--- src/rtl/tlk2711_rx_cmd.sv ---
// Receive-side DMA command engine: issues S2MM write commands into a DDR slot ring,
// checks write status, counts completed packets and pulses an interrupt per packet.
module tlk2711_rx_cmd #(
    parameter int BTT_W      = 23,
    parameter int SLOT_CNT_W = 16
) (
    input  logic        i_clk,
    input  logic        i_rst_n,
    input  logic        i_soft_rst,
    input  logic [31:0] i_reg_wdata,
    input  logic [11:0] i_reg_waddr,
    input  logic        i_reg_wen,
    input  logic        i_reg_ren,
    input  logic [11:0] i_reg_raddr,
    output logic [31:0] o_reg_rdata,
    output logic        o_reg_valid,
    output logic [71:0] o_dma_wrcmd_data,
    output logic        o_dma_wrcmd_valid,
    input  logic        i_dma_wrcmd_ready,
    input  logic [7:0]  i_dma_wrsts_data,
    input  logic        i_dma_wrsts_valid,
    output logic        o_rx_armed,
    output logic        o_irq
);

    localparam logic [11:0] ADDR_CTR       = 12'h004;
    localparam logic [11:0] ADDR_DDR_ADDR  = 12'h010;
    localparam logic [11:0] ADDR_SLOT_SIZE = 12'h014;
    localparam logic [11:0] ADDR_SLOT_NUM  = 12'h018;
    localparam logic [11:0] ADDR_STATUS    = 12'h01C;
    localparam logic [11:0] ADDR_PKT_CNT   = 12'h020;

    typedef enum logic [1:0] {
        ST_IDLE  = 2'd0,
        ST_ISSUE = 2'd1,
        ST_WAIT  = 2'd2,
        ST_ERR   = 2'd3
    } state_t;

    state_t                r_state;
    state_t                w_next_state;

    logic                  r_enable;
    logic [31:0]           r_base;
    logic [BTT_W-1:0]      r_slot_size;
    logic [SLOT_CNT_W-1:0] r_slot_num;

    // Working copies of the ring geometry, captured when a run starts.
    logic [31:0]           r_act_base;
    logic [BTT_W-1:0]      r_act_size;
    logic [SLOT_CNT_W-1:0] r_act_num;

    logic [31:0]           r_cur_addr;
    logic [SLOT_CNT_W-1:0] r_slot_idx;
    logic [SLOT_CNT_W-1:0] r_pkt_cnt;
    logic [3:0]            r_tag;
    logic                  r_err;
    logic [7:0]            r_last_sts;
    logic                  r_irq;
    logic [31:0]           r_reg_rdata;
    logic                  r_reg_valid;

    logic                  w_clear_err;
    logic                  w_sts_ok;
    logic                  w_sts_pass;
    logic                  w_sts_fail;
    logic                  w_last_slot;
    logic                  w_start;
    logic [22:0]           w_btt;

    assign w_clear_err = i_reg_wen && (i_reg_waddr == ADDR_CTR) && i_reg_wdata[1];
    assign w_sts_ok    = i_dma_wrsts_data[7] && (i_dma_wrsts_data[6:4] == 3'd0)
                         && (i_dma_wrsts_data[3:0] == r_tag);
    assign w_sts_pass  = (r_state == ST_WAIT) && i_dma_wrsts_valid && w_sts_ok;
    assign w_sts_fail  = (r_state == ST_WAIT) && i_dma_wrsts_valid && !w_sts_ok;
    // A slot count of zero behaves as a single-slot ring.
    assign w_last_slot = (r_act_num == '0) || (r_slot_idx >= (r_act_num - SLOT_CNT_W'(1)));
    assign w_start     = (r_state == ST_IDLE) && (w_next_state == ST_ISSUE);
    assign w_btt       = 23'(r_act_size);

    assign o_dma_wrcmd_data = {4'd0, r_tag, r_cur_addr, 1'b0, 1'b1, 6'd0, 1'b1, w_btt};
    assign o_irq            = r_irq;
    assign o_reg_rdata      = r_reg_rdata;
    assign o_reg_valid      = r_reg_valid;

    // NOTE: sequential state uses non-blocking assignments so every register
    // samples pre-edge values, independent of process ordering.
    always_ff @(posedge i_clk or negedge i_rst_n) begin
        if (!i_rst_n) begin
            r_state <= ST_IDLE;
        end else if (i_soft_rst) begin
            r_state <= ST_IDLE;
        end else begin
            r_state <= w_next_state;
        end
    end

    // NOTE: every signal driven here gets a default first, so no path can infer a latch.
    always_comb begin
        w_next_state      = r_state;
        o_dma_wrcmd_valid = 1'b0;
        o_rx_armed        = 1'b0;
        case (r_state)
            ST_IDLE: begin
                if (r_enable && !r_err) w_next_state = ST_ISSUE;
            end
            ST_ISSUE: begin
                o_dma_wrcmd_valid = 1'b1;
                if (i_dma_wrcmd_ready) w_next_state = ST_WAIT;
            end
            ST_WAIT: begin
                o_rx_armed = 1'b1;
                if (w_sts_pass)      w_next_state = r_enable ? ST_ISSUE : ST_IDLE;
                else if (w_sts_fail) w_next_state = ST_ERR;
            end
            ST_ERR: begin
                if (w_clear_err) w_next_state = ST_IDLE;
            end
            default: w_next_state = ST_IDLE;
        endcase
    end

    always_ff @(posedge i_clk or negedge i_rst_n) begin
        if (!i_rst_n) begin
            r_enable    <= 1'b0;
            r_base      <= '0;
            r_slot_size <= '0;
            r_slot_num  <= '0;
        end else if (i_soft_rst) begin
            r_enable    <= 1'b0;
            r_base      <= '0;
            r_slot_size <= '0;
            r_slot_num  <= '0;
        end else if (i_reg_wen) begin
            case (i_reg_waddr)
                ADDR_CTR:       r_enable    <= i_reg_wdata[0];
                ADDR_DDR_ADDR:  r_base      <= i_reg_wdata;
                ADDR_SLOT_SIZE: r_slot_size <= i_reg_wdata[BTT_W-1:0];
                ADDR_SLOT_NUM:  r_slot_num  <= i_reg_wdata[SLOT_CNT_W-1:0];
                default: ;
            endcase
        end
    end

    always_ff @(posedge i_clk or negedge i_rst_n) begin
        if (!i_rst_n) begin
            r_act_base <= '0;
            r_act_size <= '0;
            r_act_num  <= '0;
            r_cur_addr <= '0;
            r_slot_idx <= '0;
            r_pkt_cnt  <= '0;
            r_tag      <= '0;
            r_err      <= 1'b0;
            r_last_sts <= '0;
            r_irq      <= 1'b0;
        end else if (i_soft_rst) begin
            r_act_base <= '0;
            r_act_size <= '0;
            r_act_num  <= '0;
            r_cur_addr <= '0;
            r_slot_idx <= '0;
            r_pkt_cnt  <= '0;
            r_tag      <= '0;
            r_err      <= 1'b0;
            r_last_sts <= '0;
            r_irq      <= 1'b0;
        end else begin
            r_irq <= w_sts_pass;
            if (w_start) begin
                r_act_base <= r_base;
                r_act_size <= r_slot_size;
                r_act_num  <= r_slot_num;
                r_cur_addr <= r_base;
            end
            if (w_sts_pass) begin
                r_pkt_cnt  <= r_pkt_cnt + SLOT_CNT_W'(1);
                r_tag      <= r_tag + 4'd1;
                r_last_sts <= i_dma_wrsts_data;
                if (w_last_slot) begin
                    r_slot_idx <= '0;
                    r_cur_addr <= r_act_base;
                end else begin
                    r_slot_idx <= r_slot_idx + SLOT_CNT_W'(1);
                    r_cur_addr <= r_cur_addr + 32'(r_act_size);
                end
            end
            if (w_sts_fail) begin
                r_err      <= 1'b1;
                r_last_sts <= i_dma_wrsts_data;
            end
            if ((r_state == ST_ERR) && w_clear_err) r_err <= 1'b0;
        end
    end

    // Reads see pre-edge register values, so a same-cycle write is not visible yet.
    always_ff @(posedge i_clk or negedge i_rst_n) begin
        if (!i_rst_n) begin
            r_reg_rdata <= '0;
            r_reg_valid <= 1'b0;
        end else if (i_soft_rst) begin
            r_reg_rdata <= '0;
            r_reg_valid <= 1'b0;
        end else begin
            r_reg_valid <= i_reg_ren;
            r_reg_rdata <= '0;
            if (i_reg_ren) begin
                case (i_reg_raddr)
                    ADDR_DDR_ADDR:  r_reg_rdata <= r_base;
                    ADDR_SLOT_SIZE: r_reg_rdata <= 32'(r_slot_size);
                    ADDR_SLOT_NUM:  r_reg_rdata <= 32'(r_slot_num);
                    ADDR_STATUS:    r_reg_rdata <= {8'd0, r_last_sts, 13'd0, r_err, r_state};
                    ADDR_PKT_CNT:   r_reg_rdata <= 32'(r_pkt_cnt);
                    default:        r_reg_rdata <= '0;
                endcase
            end
        end
    end

endmodule
--- config.mk ---
export PLATFORM = sky130hd
export DESIGN_NAME = tlk2711_rx_cmd
export DESIGN_NICKNAME = d
export VERILOG_FILES = /design/src/rtl/tlk2711_rx_cmd.sv
export SDC_FILE = /design/constraint.sdc
export NUM_CORES = 1
export LEC_CHECK = 0
export ABC_AREA = 1
export CORE_ASPECT_RATIO = 0.9
export CORE_MARGIN = 5
export CORE_UTILIZATION = 48
export CTS_BUF_LIST = sky130_fd_sc_hd__clkbuf_8
export DETAILED_ROUTE_END_ITERATION = 12
export GPL_TIMING_DRIVEN = 0
export PLACE_DENSITY_LB_ADDON = 0.1
export SLEW_MARGIN = 30
export SYNTH_ARGS = -nofsm -noshare
export SYNTH_HDL_FRONTEND = slang
export SYNTH_SLANG_ARGS = --single-unit
--- constraint.sdc ---
create_clock -name i_clk -period 8.85 [get_ports i_clk]
set_input_delay 1.3275 -clock i_clk [delete_from_list [all_inputs] [get_ports i_clk]]
set_output_delay 1.3275 -clock i_clk [all_outputs]
set_load 0.05 [all_outputs]
==> results of run 1 <==
[power groups by stage]
| stage | clock (mW) | sequential [mW] | combinational [mW] |
|---|---|---|---|
| floorplan | 0 | 1.22 | 0.0687 |
| CTS | 1.10 | 1.21 | 0.167 |
| detailed placement | 0 | 1.23 | 0.166 |
| finish | 1.09 | 1.21 | 0.167 |
| global placement | 0 | 1.23 | 0.160 |
| global route | 1.16 | 1.21 | 0.182 |
[logic make-up after synthesis]
logic type / share of synthesized area
AND/OR/NAND/NOR: 0.3024
buffers and inverters: 0.09854
AO/OA/AOI/OAI: 0.09684
flip-flops: 0.4357
XOR/XNOR: 0.02800
adder cells (fa/ha/maj): 0.03795
other: 0.0005108
[worst max-delay path by stage]
stage / cells after the start / from / end
floorplan: 17 / r_act_num[2] / r_cur_addr[26]
global placement: 1 / i_rst_n / o_reg_rdata[31]
detailed placement: 17 / r_act_num[2] / r_cur_addr[26]
CTS: 17 / r_act_num[2] / r_cur_addr[26]
global route: 17 / r_act_num[2] / r_cur_addr[26]
finish: 17 / r_act_num[2] / r_cur_addr[26]
[worst register-to-register path, stage by stage (launching register included)]
cell and delay [ps]:
dfrtp_1 440, nor2_1 160, nand3_1 100, nor3_1 320
nand3_1 190, nor3_1 350, nand3_1 140, xor2_1 180
ha_1 300, a21oi_1 140, o21ai_0 100, a21oi_1 190
nand4_1 500, buf_2 420, a21oi_1 410, nand2_1 90
nand2_1 70, nand2_1 50
[registers in the layout (all words and copies together) (netlist names), 4 cells and up]
name         count
r_base          32
r_slot_num      16
r_act_base      32
r_pkt_cnt       16
r_tag            4
r_act_num       16
r_cur_addr      32
r_slot_size     23
r_last_sts       8
r_slot_idx      16
r_act_size      23
o_reg_rdata     32
[stage by stage]
stage | hold WS, ps | TNS (ps) | instance area, um2 | cells | util
floorplan | 442.2 | 0 | 14740 | 2020 | -
global placement | 453.8 | -1229730 | 16900 | 2588 | 0.5628
detailed placement | 458.2 | 0 | 16990 | 2591 | 0.5657
CTS | 472.9 | 0 | 17850 | 2666 | 0.5945
global route | 488.9 | 0 | 17850 | 2666 | 0.5945
finish | 470.4 | 0 | 17850 | 2666 | 0.5945
[per-layer routing]
metal | vias up | global-route usage | share of wire
met4 | 0 | 0.07586 | 0.024
met1 | 6891 | 0.4571 | 0.47
met3 | 81 | 0.07174 | 0.092
met2 | 612 | 0.4390 | 0.41
li1 | 6858 | - | -
met5 | - | 0 | 0
[layout by cell type (no fill, tap or decap), drive strengths merged, types with 14 or more instances in the layout]
cell type,count
nand2,647
inv,278
dfrtp,256
nand3,176
clkdlybuf4s50,164
o21ai,142
nor2,137
clkbuf,90
a21oi,65
buf,51
ha,43
nor3,40
xor2,38
nand4,28
o22ai,21
o31ai,14
[final cells by class]
| class | instances | area (um2) |
|---|---|---|
| Clock buffer | 52 | 715.7 |
| Timing Repair Buffer | 168 | 1739 |
| Clock inverter | 23 | 148.9 |
| Tap cell | 403 | 504.2 |
| Sequential cell | 256 | 6406 |
| Multi-Input combinational cell | 1413 | 6889 |
| Buffer | 85 | 450.4 |
| Fill cell | 2851 | 12180 |
| Inverter | 266 | 998.5 |
==> metrics.cfg, run 1 <==
[run_status]
outcome = completed

[detailed_routing]
vias_per_cell = 5.417
wire_per_inst_um = 19.68
drc = 0
vias = 14440
dr.pass1.iters = 5
wl_um = 52460
first_iter_violations = 1344
ant_nets = 0

[worst_hold_path]
hold_end = r_act_base[10]
whs_path_depth = 2
hold_start = r_act_base[10]
worstHoldPathType = reg -> reg

[setup_path]
cpPeakStageDelay_ps = 500
worstPathArrival_ps = 4720
crit_chain = nor2_1 > nand3_1 > nor3_1 > nand3_1 > nor3_1 > nand3_1 > xor2_1 > ha_1 > a21oi_1 > o21ai_0 > a21oi_1 > nand4_1 > buf_2 > a21oi_1 > nand2_1 > nand2_1 > nand2_1
cp.required_ps = 9330
slowest_stage = nand4_1
rr_worst_depth = 17
critPathTopFamily = simple AND/OR/NAND/NOR gates
regToRegSetupSlack_ps = 4610
path_buf_inv = 1
rr_startpoint = r_act_num[2]
start_kind = flop
cp-end-kind = flop
worstPathMaxFanout = 10
crit_type = reg -> reg
reg2reg_to = r_cur_addr[26]

[power]
power_mw = 2.461
peakVddDrop_uv = 119.3
internal_power_mw = 1.810
p_switching_mw = 0.6519
cellPowerDensity_nw_per_um2 = 137.9
comb_power_share = 0.068
pwr-share-clk = 0.441
p_leak_nw = 9.080
p_sw_frac = 0.2648
seqPwrFrac = 0.491

[sta]
min_period_ps = 4237
fmax_ghz = 0.2360
slew_violations = 0
finalHoldViolations = 0
setup_viol = 0
min_period_over_period = 0.4788
finClkSkew_ps = 19.28
fin_ws_ps = 4613
slew_headroom = 0.4258
rsz0062_at_grt = false
worst_pin_slew_ps = 861.4

[clock_network]
cts-hold-fix-buffers = 0
clkSinkCount = 256
cts_resized = 0
clk_pin_slew_ps = 60
cts_tree = done
postCtsSetupRepairBufs = 0
cts_root_buf = clkbuf_8
clk_latency_ps = 590
cts.path.max_buffers = 3
cts_buffers = 45
h-tree-depth = 2

[global_route]
grt.overflow.total = 0
antenna_found_initial = 0
grt_max_degree = 87
grtUsageTotal = 0.3026
grt_pass1_wl_um = 80740
grt_pass1_vias = 13860

[layout]
insertedDiodeCount = 0
fin_nets = 2350
drive_gt1_frac = 0.06407
area_growth_pct = 21.42

[logic_synthesis]
ys_types = 46
yosysWarnings = 0
async_flop_share = 1.000
synth_common_cells = nand2_1 (642), inv_1 (258), dfrtp_1 (256), nand3_1 (173), o21ai_0 (136)
syn_area_um2 = 14700
ys_seq_area_frac = 0.4357
synth_area_per_cell_um2 = 7.318
synthFlopType = dfrtp_1
synth_top_cell_by_area = dfrtp_1
synth_cells = 2009
synth_top_area_frac = 0.4357
synth-seq-cells = 256
synth_area_leaders = dfrtp_1 (44%), nand2_1 (16%), inv_1 (6.6%)
synth-edff-count = 0
synth_most_common_cell = nand2_1

[place]
place.gp.congestion = 0.9951
dp_hpwl_um = 41130
place_ws_ps = 4696
portBuffers = 165

[die]
dieHeight_um = 176.0
rows = 60
initial_core_util = 0.4896
die_x_um = 194.5
io_pins = 179
fp.dieArea_um2 = 34240
coreArea_um2 = 30030

[job]
maxCapViolCount = 0

No activity file was read; power rests on OpenSTA's default activity.
==> run 2: changes to the inputs <==
==> constraint.sdc (replaced) <==
create_clock -name i_clk -period 4.3 [get_ports i_clk]
set_input_delay 0.645 -clock i_clk [delete_from_list [all_inputs] [get_ports i_clk]]
set_output_delay 0.645 -clock i_clk [all_outputs]
set_load 0.05 [all_outputs]
==> metrics.cfg, run 2 (same netlist as run 1, synthesis figures left out) <==
[global_route]
grt.overflow.total = 0  ; unchanged
grt_pass1_vias = 13860  ; +0.029%
antenna_found_initial = 0  ; unchanged
grt_util_met3 = 0.07193  ; +0.0001908
top_usage_layer = met1
grtUsageTotal = 0.3026  ; about the same
grt_pass1_wl_um = 80760  ; about the same
use_met1 = 0.4571  ; unchanged
grt_use_met2 = 0.4390  ; unchanged
grt_max_degree = 87  ; unchanged

[sta]
finClkSkew_ps = 19.65  ; +0.3714 ps
slew_headroom = 0.4252  ; -0.0005860
slew_violations = 0  ; unchanged
fmax_ghz = 0.2627  ; +11%
finalHoldViolations = 0  ; unchanged
setup_viol = 0  ; unchanged
setup_tns_ps = 0  ; unchanged
min_period_over_period = 0.8852  ; +0.4064
rsz0062_at_grt = false
hold_slack_ps = 470.3  ; -0.1210 ps
min_period_ps = 3806  ; -431.0 ps
worst_pin_slew_ps = 862.2  ; +0.8785 ps

[place]
dp_hpwl_um = 41130  ; unchanged
place.gp.congestion = 0.9951  ; unchanged
dp.cells = 2591  ; unchanged
portBuffers = 165  ; unchanged

[power]
p_switching_mw = 1.351  ; +110%
peakVddDrop_uv = 245.7  ; +110%
internal_power_mw = 3.725  ; +110%
pwr-share-clk = 0.442  ; about the same
comb_power_share = 0.068  ; about the same
p_leak_nw = 9.093  ; +0.14%
p_sw_frac = 0.2662  ; +0.001389
seqPwrFrac = 0.490  ; about the same
cellPowerDensity_nw_per_um2 = 284.0  ; +110%

[setup_path]
cpPeakStageDelay_ps = 440  ; -60 ps
worstPathArrival_ps = 4290  ; -430 ps
start_kind = flop
slowest_stage = dfrtp_1
crit_chain = nor2_1 > nand3_1 > nor3_1 > nand3_1 > nor3_1 > nand3_1 > xor2_1 > ha_1 > a21oi_1 > o21ai_0 > a21oi_1 > nand4_1 > buf_4 > buf_2 > a21oi_1 > nand2_1 > nand2_1 > nand2_1
worstPathMaxFanout = 10  ; unchanged
crit_type = reg -> reg
cp.required_ps = 4780  ; -4550 ps
path_buf_inv = 2  ; +1
critPathTopFamily = simple AND/OR/NAND/NOR gates
cp-end-kind = flop

[clock_network]
cts_resized = 0  ; unchanged
clk_latency_ps = 590  ; about the same
cts_root_buf = clkbuf_8
cts_tree = done
cts_buffers = 45  ; unchanged
clk_pin_slew_ps = 60  ; about the same
clkSinkCount = 256  ; unchanged
h-tree-depth = 2  ; unchanged
cts.path.max_buffers = 3  ; unchanged

[layout]
fin_cells = 2669  ; +0.11%
insertedDiodeCount = 0  ; unchanged
fin_nets = 2353  ; +0.13%
final_cell_mix = nand2_1 (642), inv_1 (268), dfrtp_1 (256), nand3_1 (173), clkdlybuf4s50_1 (164)
n_fill_cell = 2853  ; +0.070%
drive_gt1_frac = 0.06487  ; +0.0007978
final_common_cell = nand2_1
area_growth_pct = 21.59

[detailed_routing]
dr.pass1.iters = 5  ; unchanged
ant_nets = 0  ; unchanged
drc = 0  ; unchanged
wire_per_inst_um = 19.69  ; about the same
first_iter_violations = 1436  ; +6.8%
wl_um = 52550  ; +0.16%
vias_per_cell = 5.384  ; -0.60%
vias = 14370  ; -0.49%

[die]
fp.dieArea_um2 = 34240  ; unchanged
rows = 60  ; unchanged
die_x_um = 194.5  ; unchanged
initial_core_util = 0.4896  ; unchanged
dieHeight_um = 176.0  ; unchanged
coreArea_um2 = 30030  ; unchanged
io_pins = 179  ; unchanged

[worst_hold_path]
worstHoldPathType = reg -> reg

[job]
maxCapViolCount = 0  ; unchanged

[run_status]
outcome = completed

==> run 2: cell count changes in the layout (fill, tap and decap cells not counted) <==
cell,change
dlygate4sd3_1,+1
buf_4,+2
==> run 2: layout make-up <==
type	count	area (um2)	area share
Multi-Input combinational cell	1413	6889	0.3854
Buffer	85	450.4	0.02520
Clock buffer	52	715.7	0.04003
Timing Repair Buffer	171	1764	0.09868
Sequential cell	256	6406	0.3583
Clock inverter	23	148.9	0.008329
Tap cell	403	504.2	0.02821
Inverter	266	998.5	0.05585
==> run 2: path summary, 6_finish.rpt <==
kind / start / endpoint / slack (ps) / cells past startpoint
setup reg to reg: r_act_num[2] / r_cur_addr[26] / 490 / 18
min in group asynchronous: i_rst_n / r_slot_idx[0] / 510 / 2
hold reg to reg: r_act_base[10] / r_act_base[10] / 470 / 2
setup / recovery: r_act_num[2] / r_cur_addr[26] / 490 / 18
max in group asynchronous: i_rst_n / r_act_size[22] / 2730 / 4
hold / removal: r_act_base[10] / r_act_base[10] / 470 / 2
==> run 2: through the flow <==
step / setup WS (ps) / util / instance area, um2 / total power, mW
after CTS: 150.6 / 0.5948 / 17860 / 5.085
final: 493.7 / 0.5953 / 17880 / 5.076
after global placement: -8711 / 0.5628 / 16900 / 2.859
after global routing: 253.0 / 0.5953 / 17880 / 5.240
after floorplan: 1322 / - / 14740 / 2.652
after detailed placement: 145.8 / 0.5657 / 16990 / 2.869
==> run 2: power by group through the flow <==
stage                     Clock (mW)  Sequential [mW]  Combinational, mW
final                           2.25             2.49              0.345
after global routing            2.38             2.49              0.375
after floorplan                    0             2.51              0.141
after CTS                       2.26             2.48              0.344
after detailed placement           0             2.53              0.342
after global placement             0             2.53              0.330
==> run 2: tightest hold or removal path: cells and delay by family (launching register included) <==
kind / cells / cell delay, ps
DFF: 1 / 340
and+or+nand+nor: 2 / 110
==> run 2: repair_timing <==
item / CTS / global route
hold endpoints to repair: 26 / 0
setup endpoints to repair: 0 / 1
buffers inserted: 0 / 2
hold buffers: 1 / 0
==> run 2: routing by layer <==
metal,vias up,wire [um]
met5,-,0
met1,6830,24730
met2,594,21900
met4,0,1170
met3,76,4744
li1,6871,-
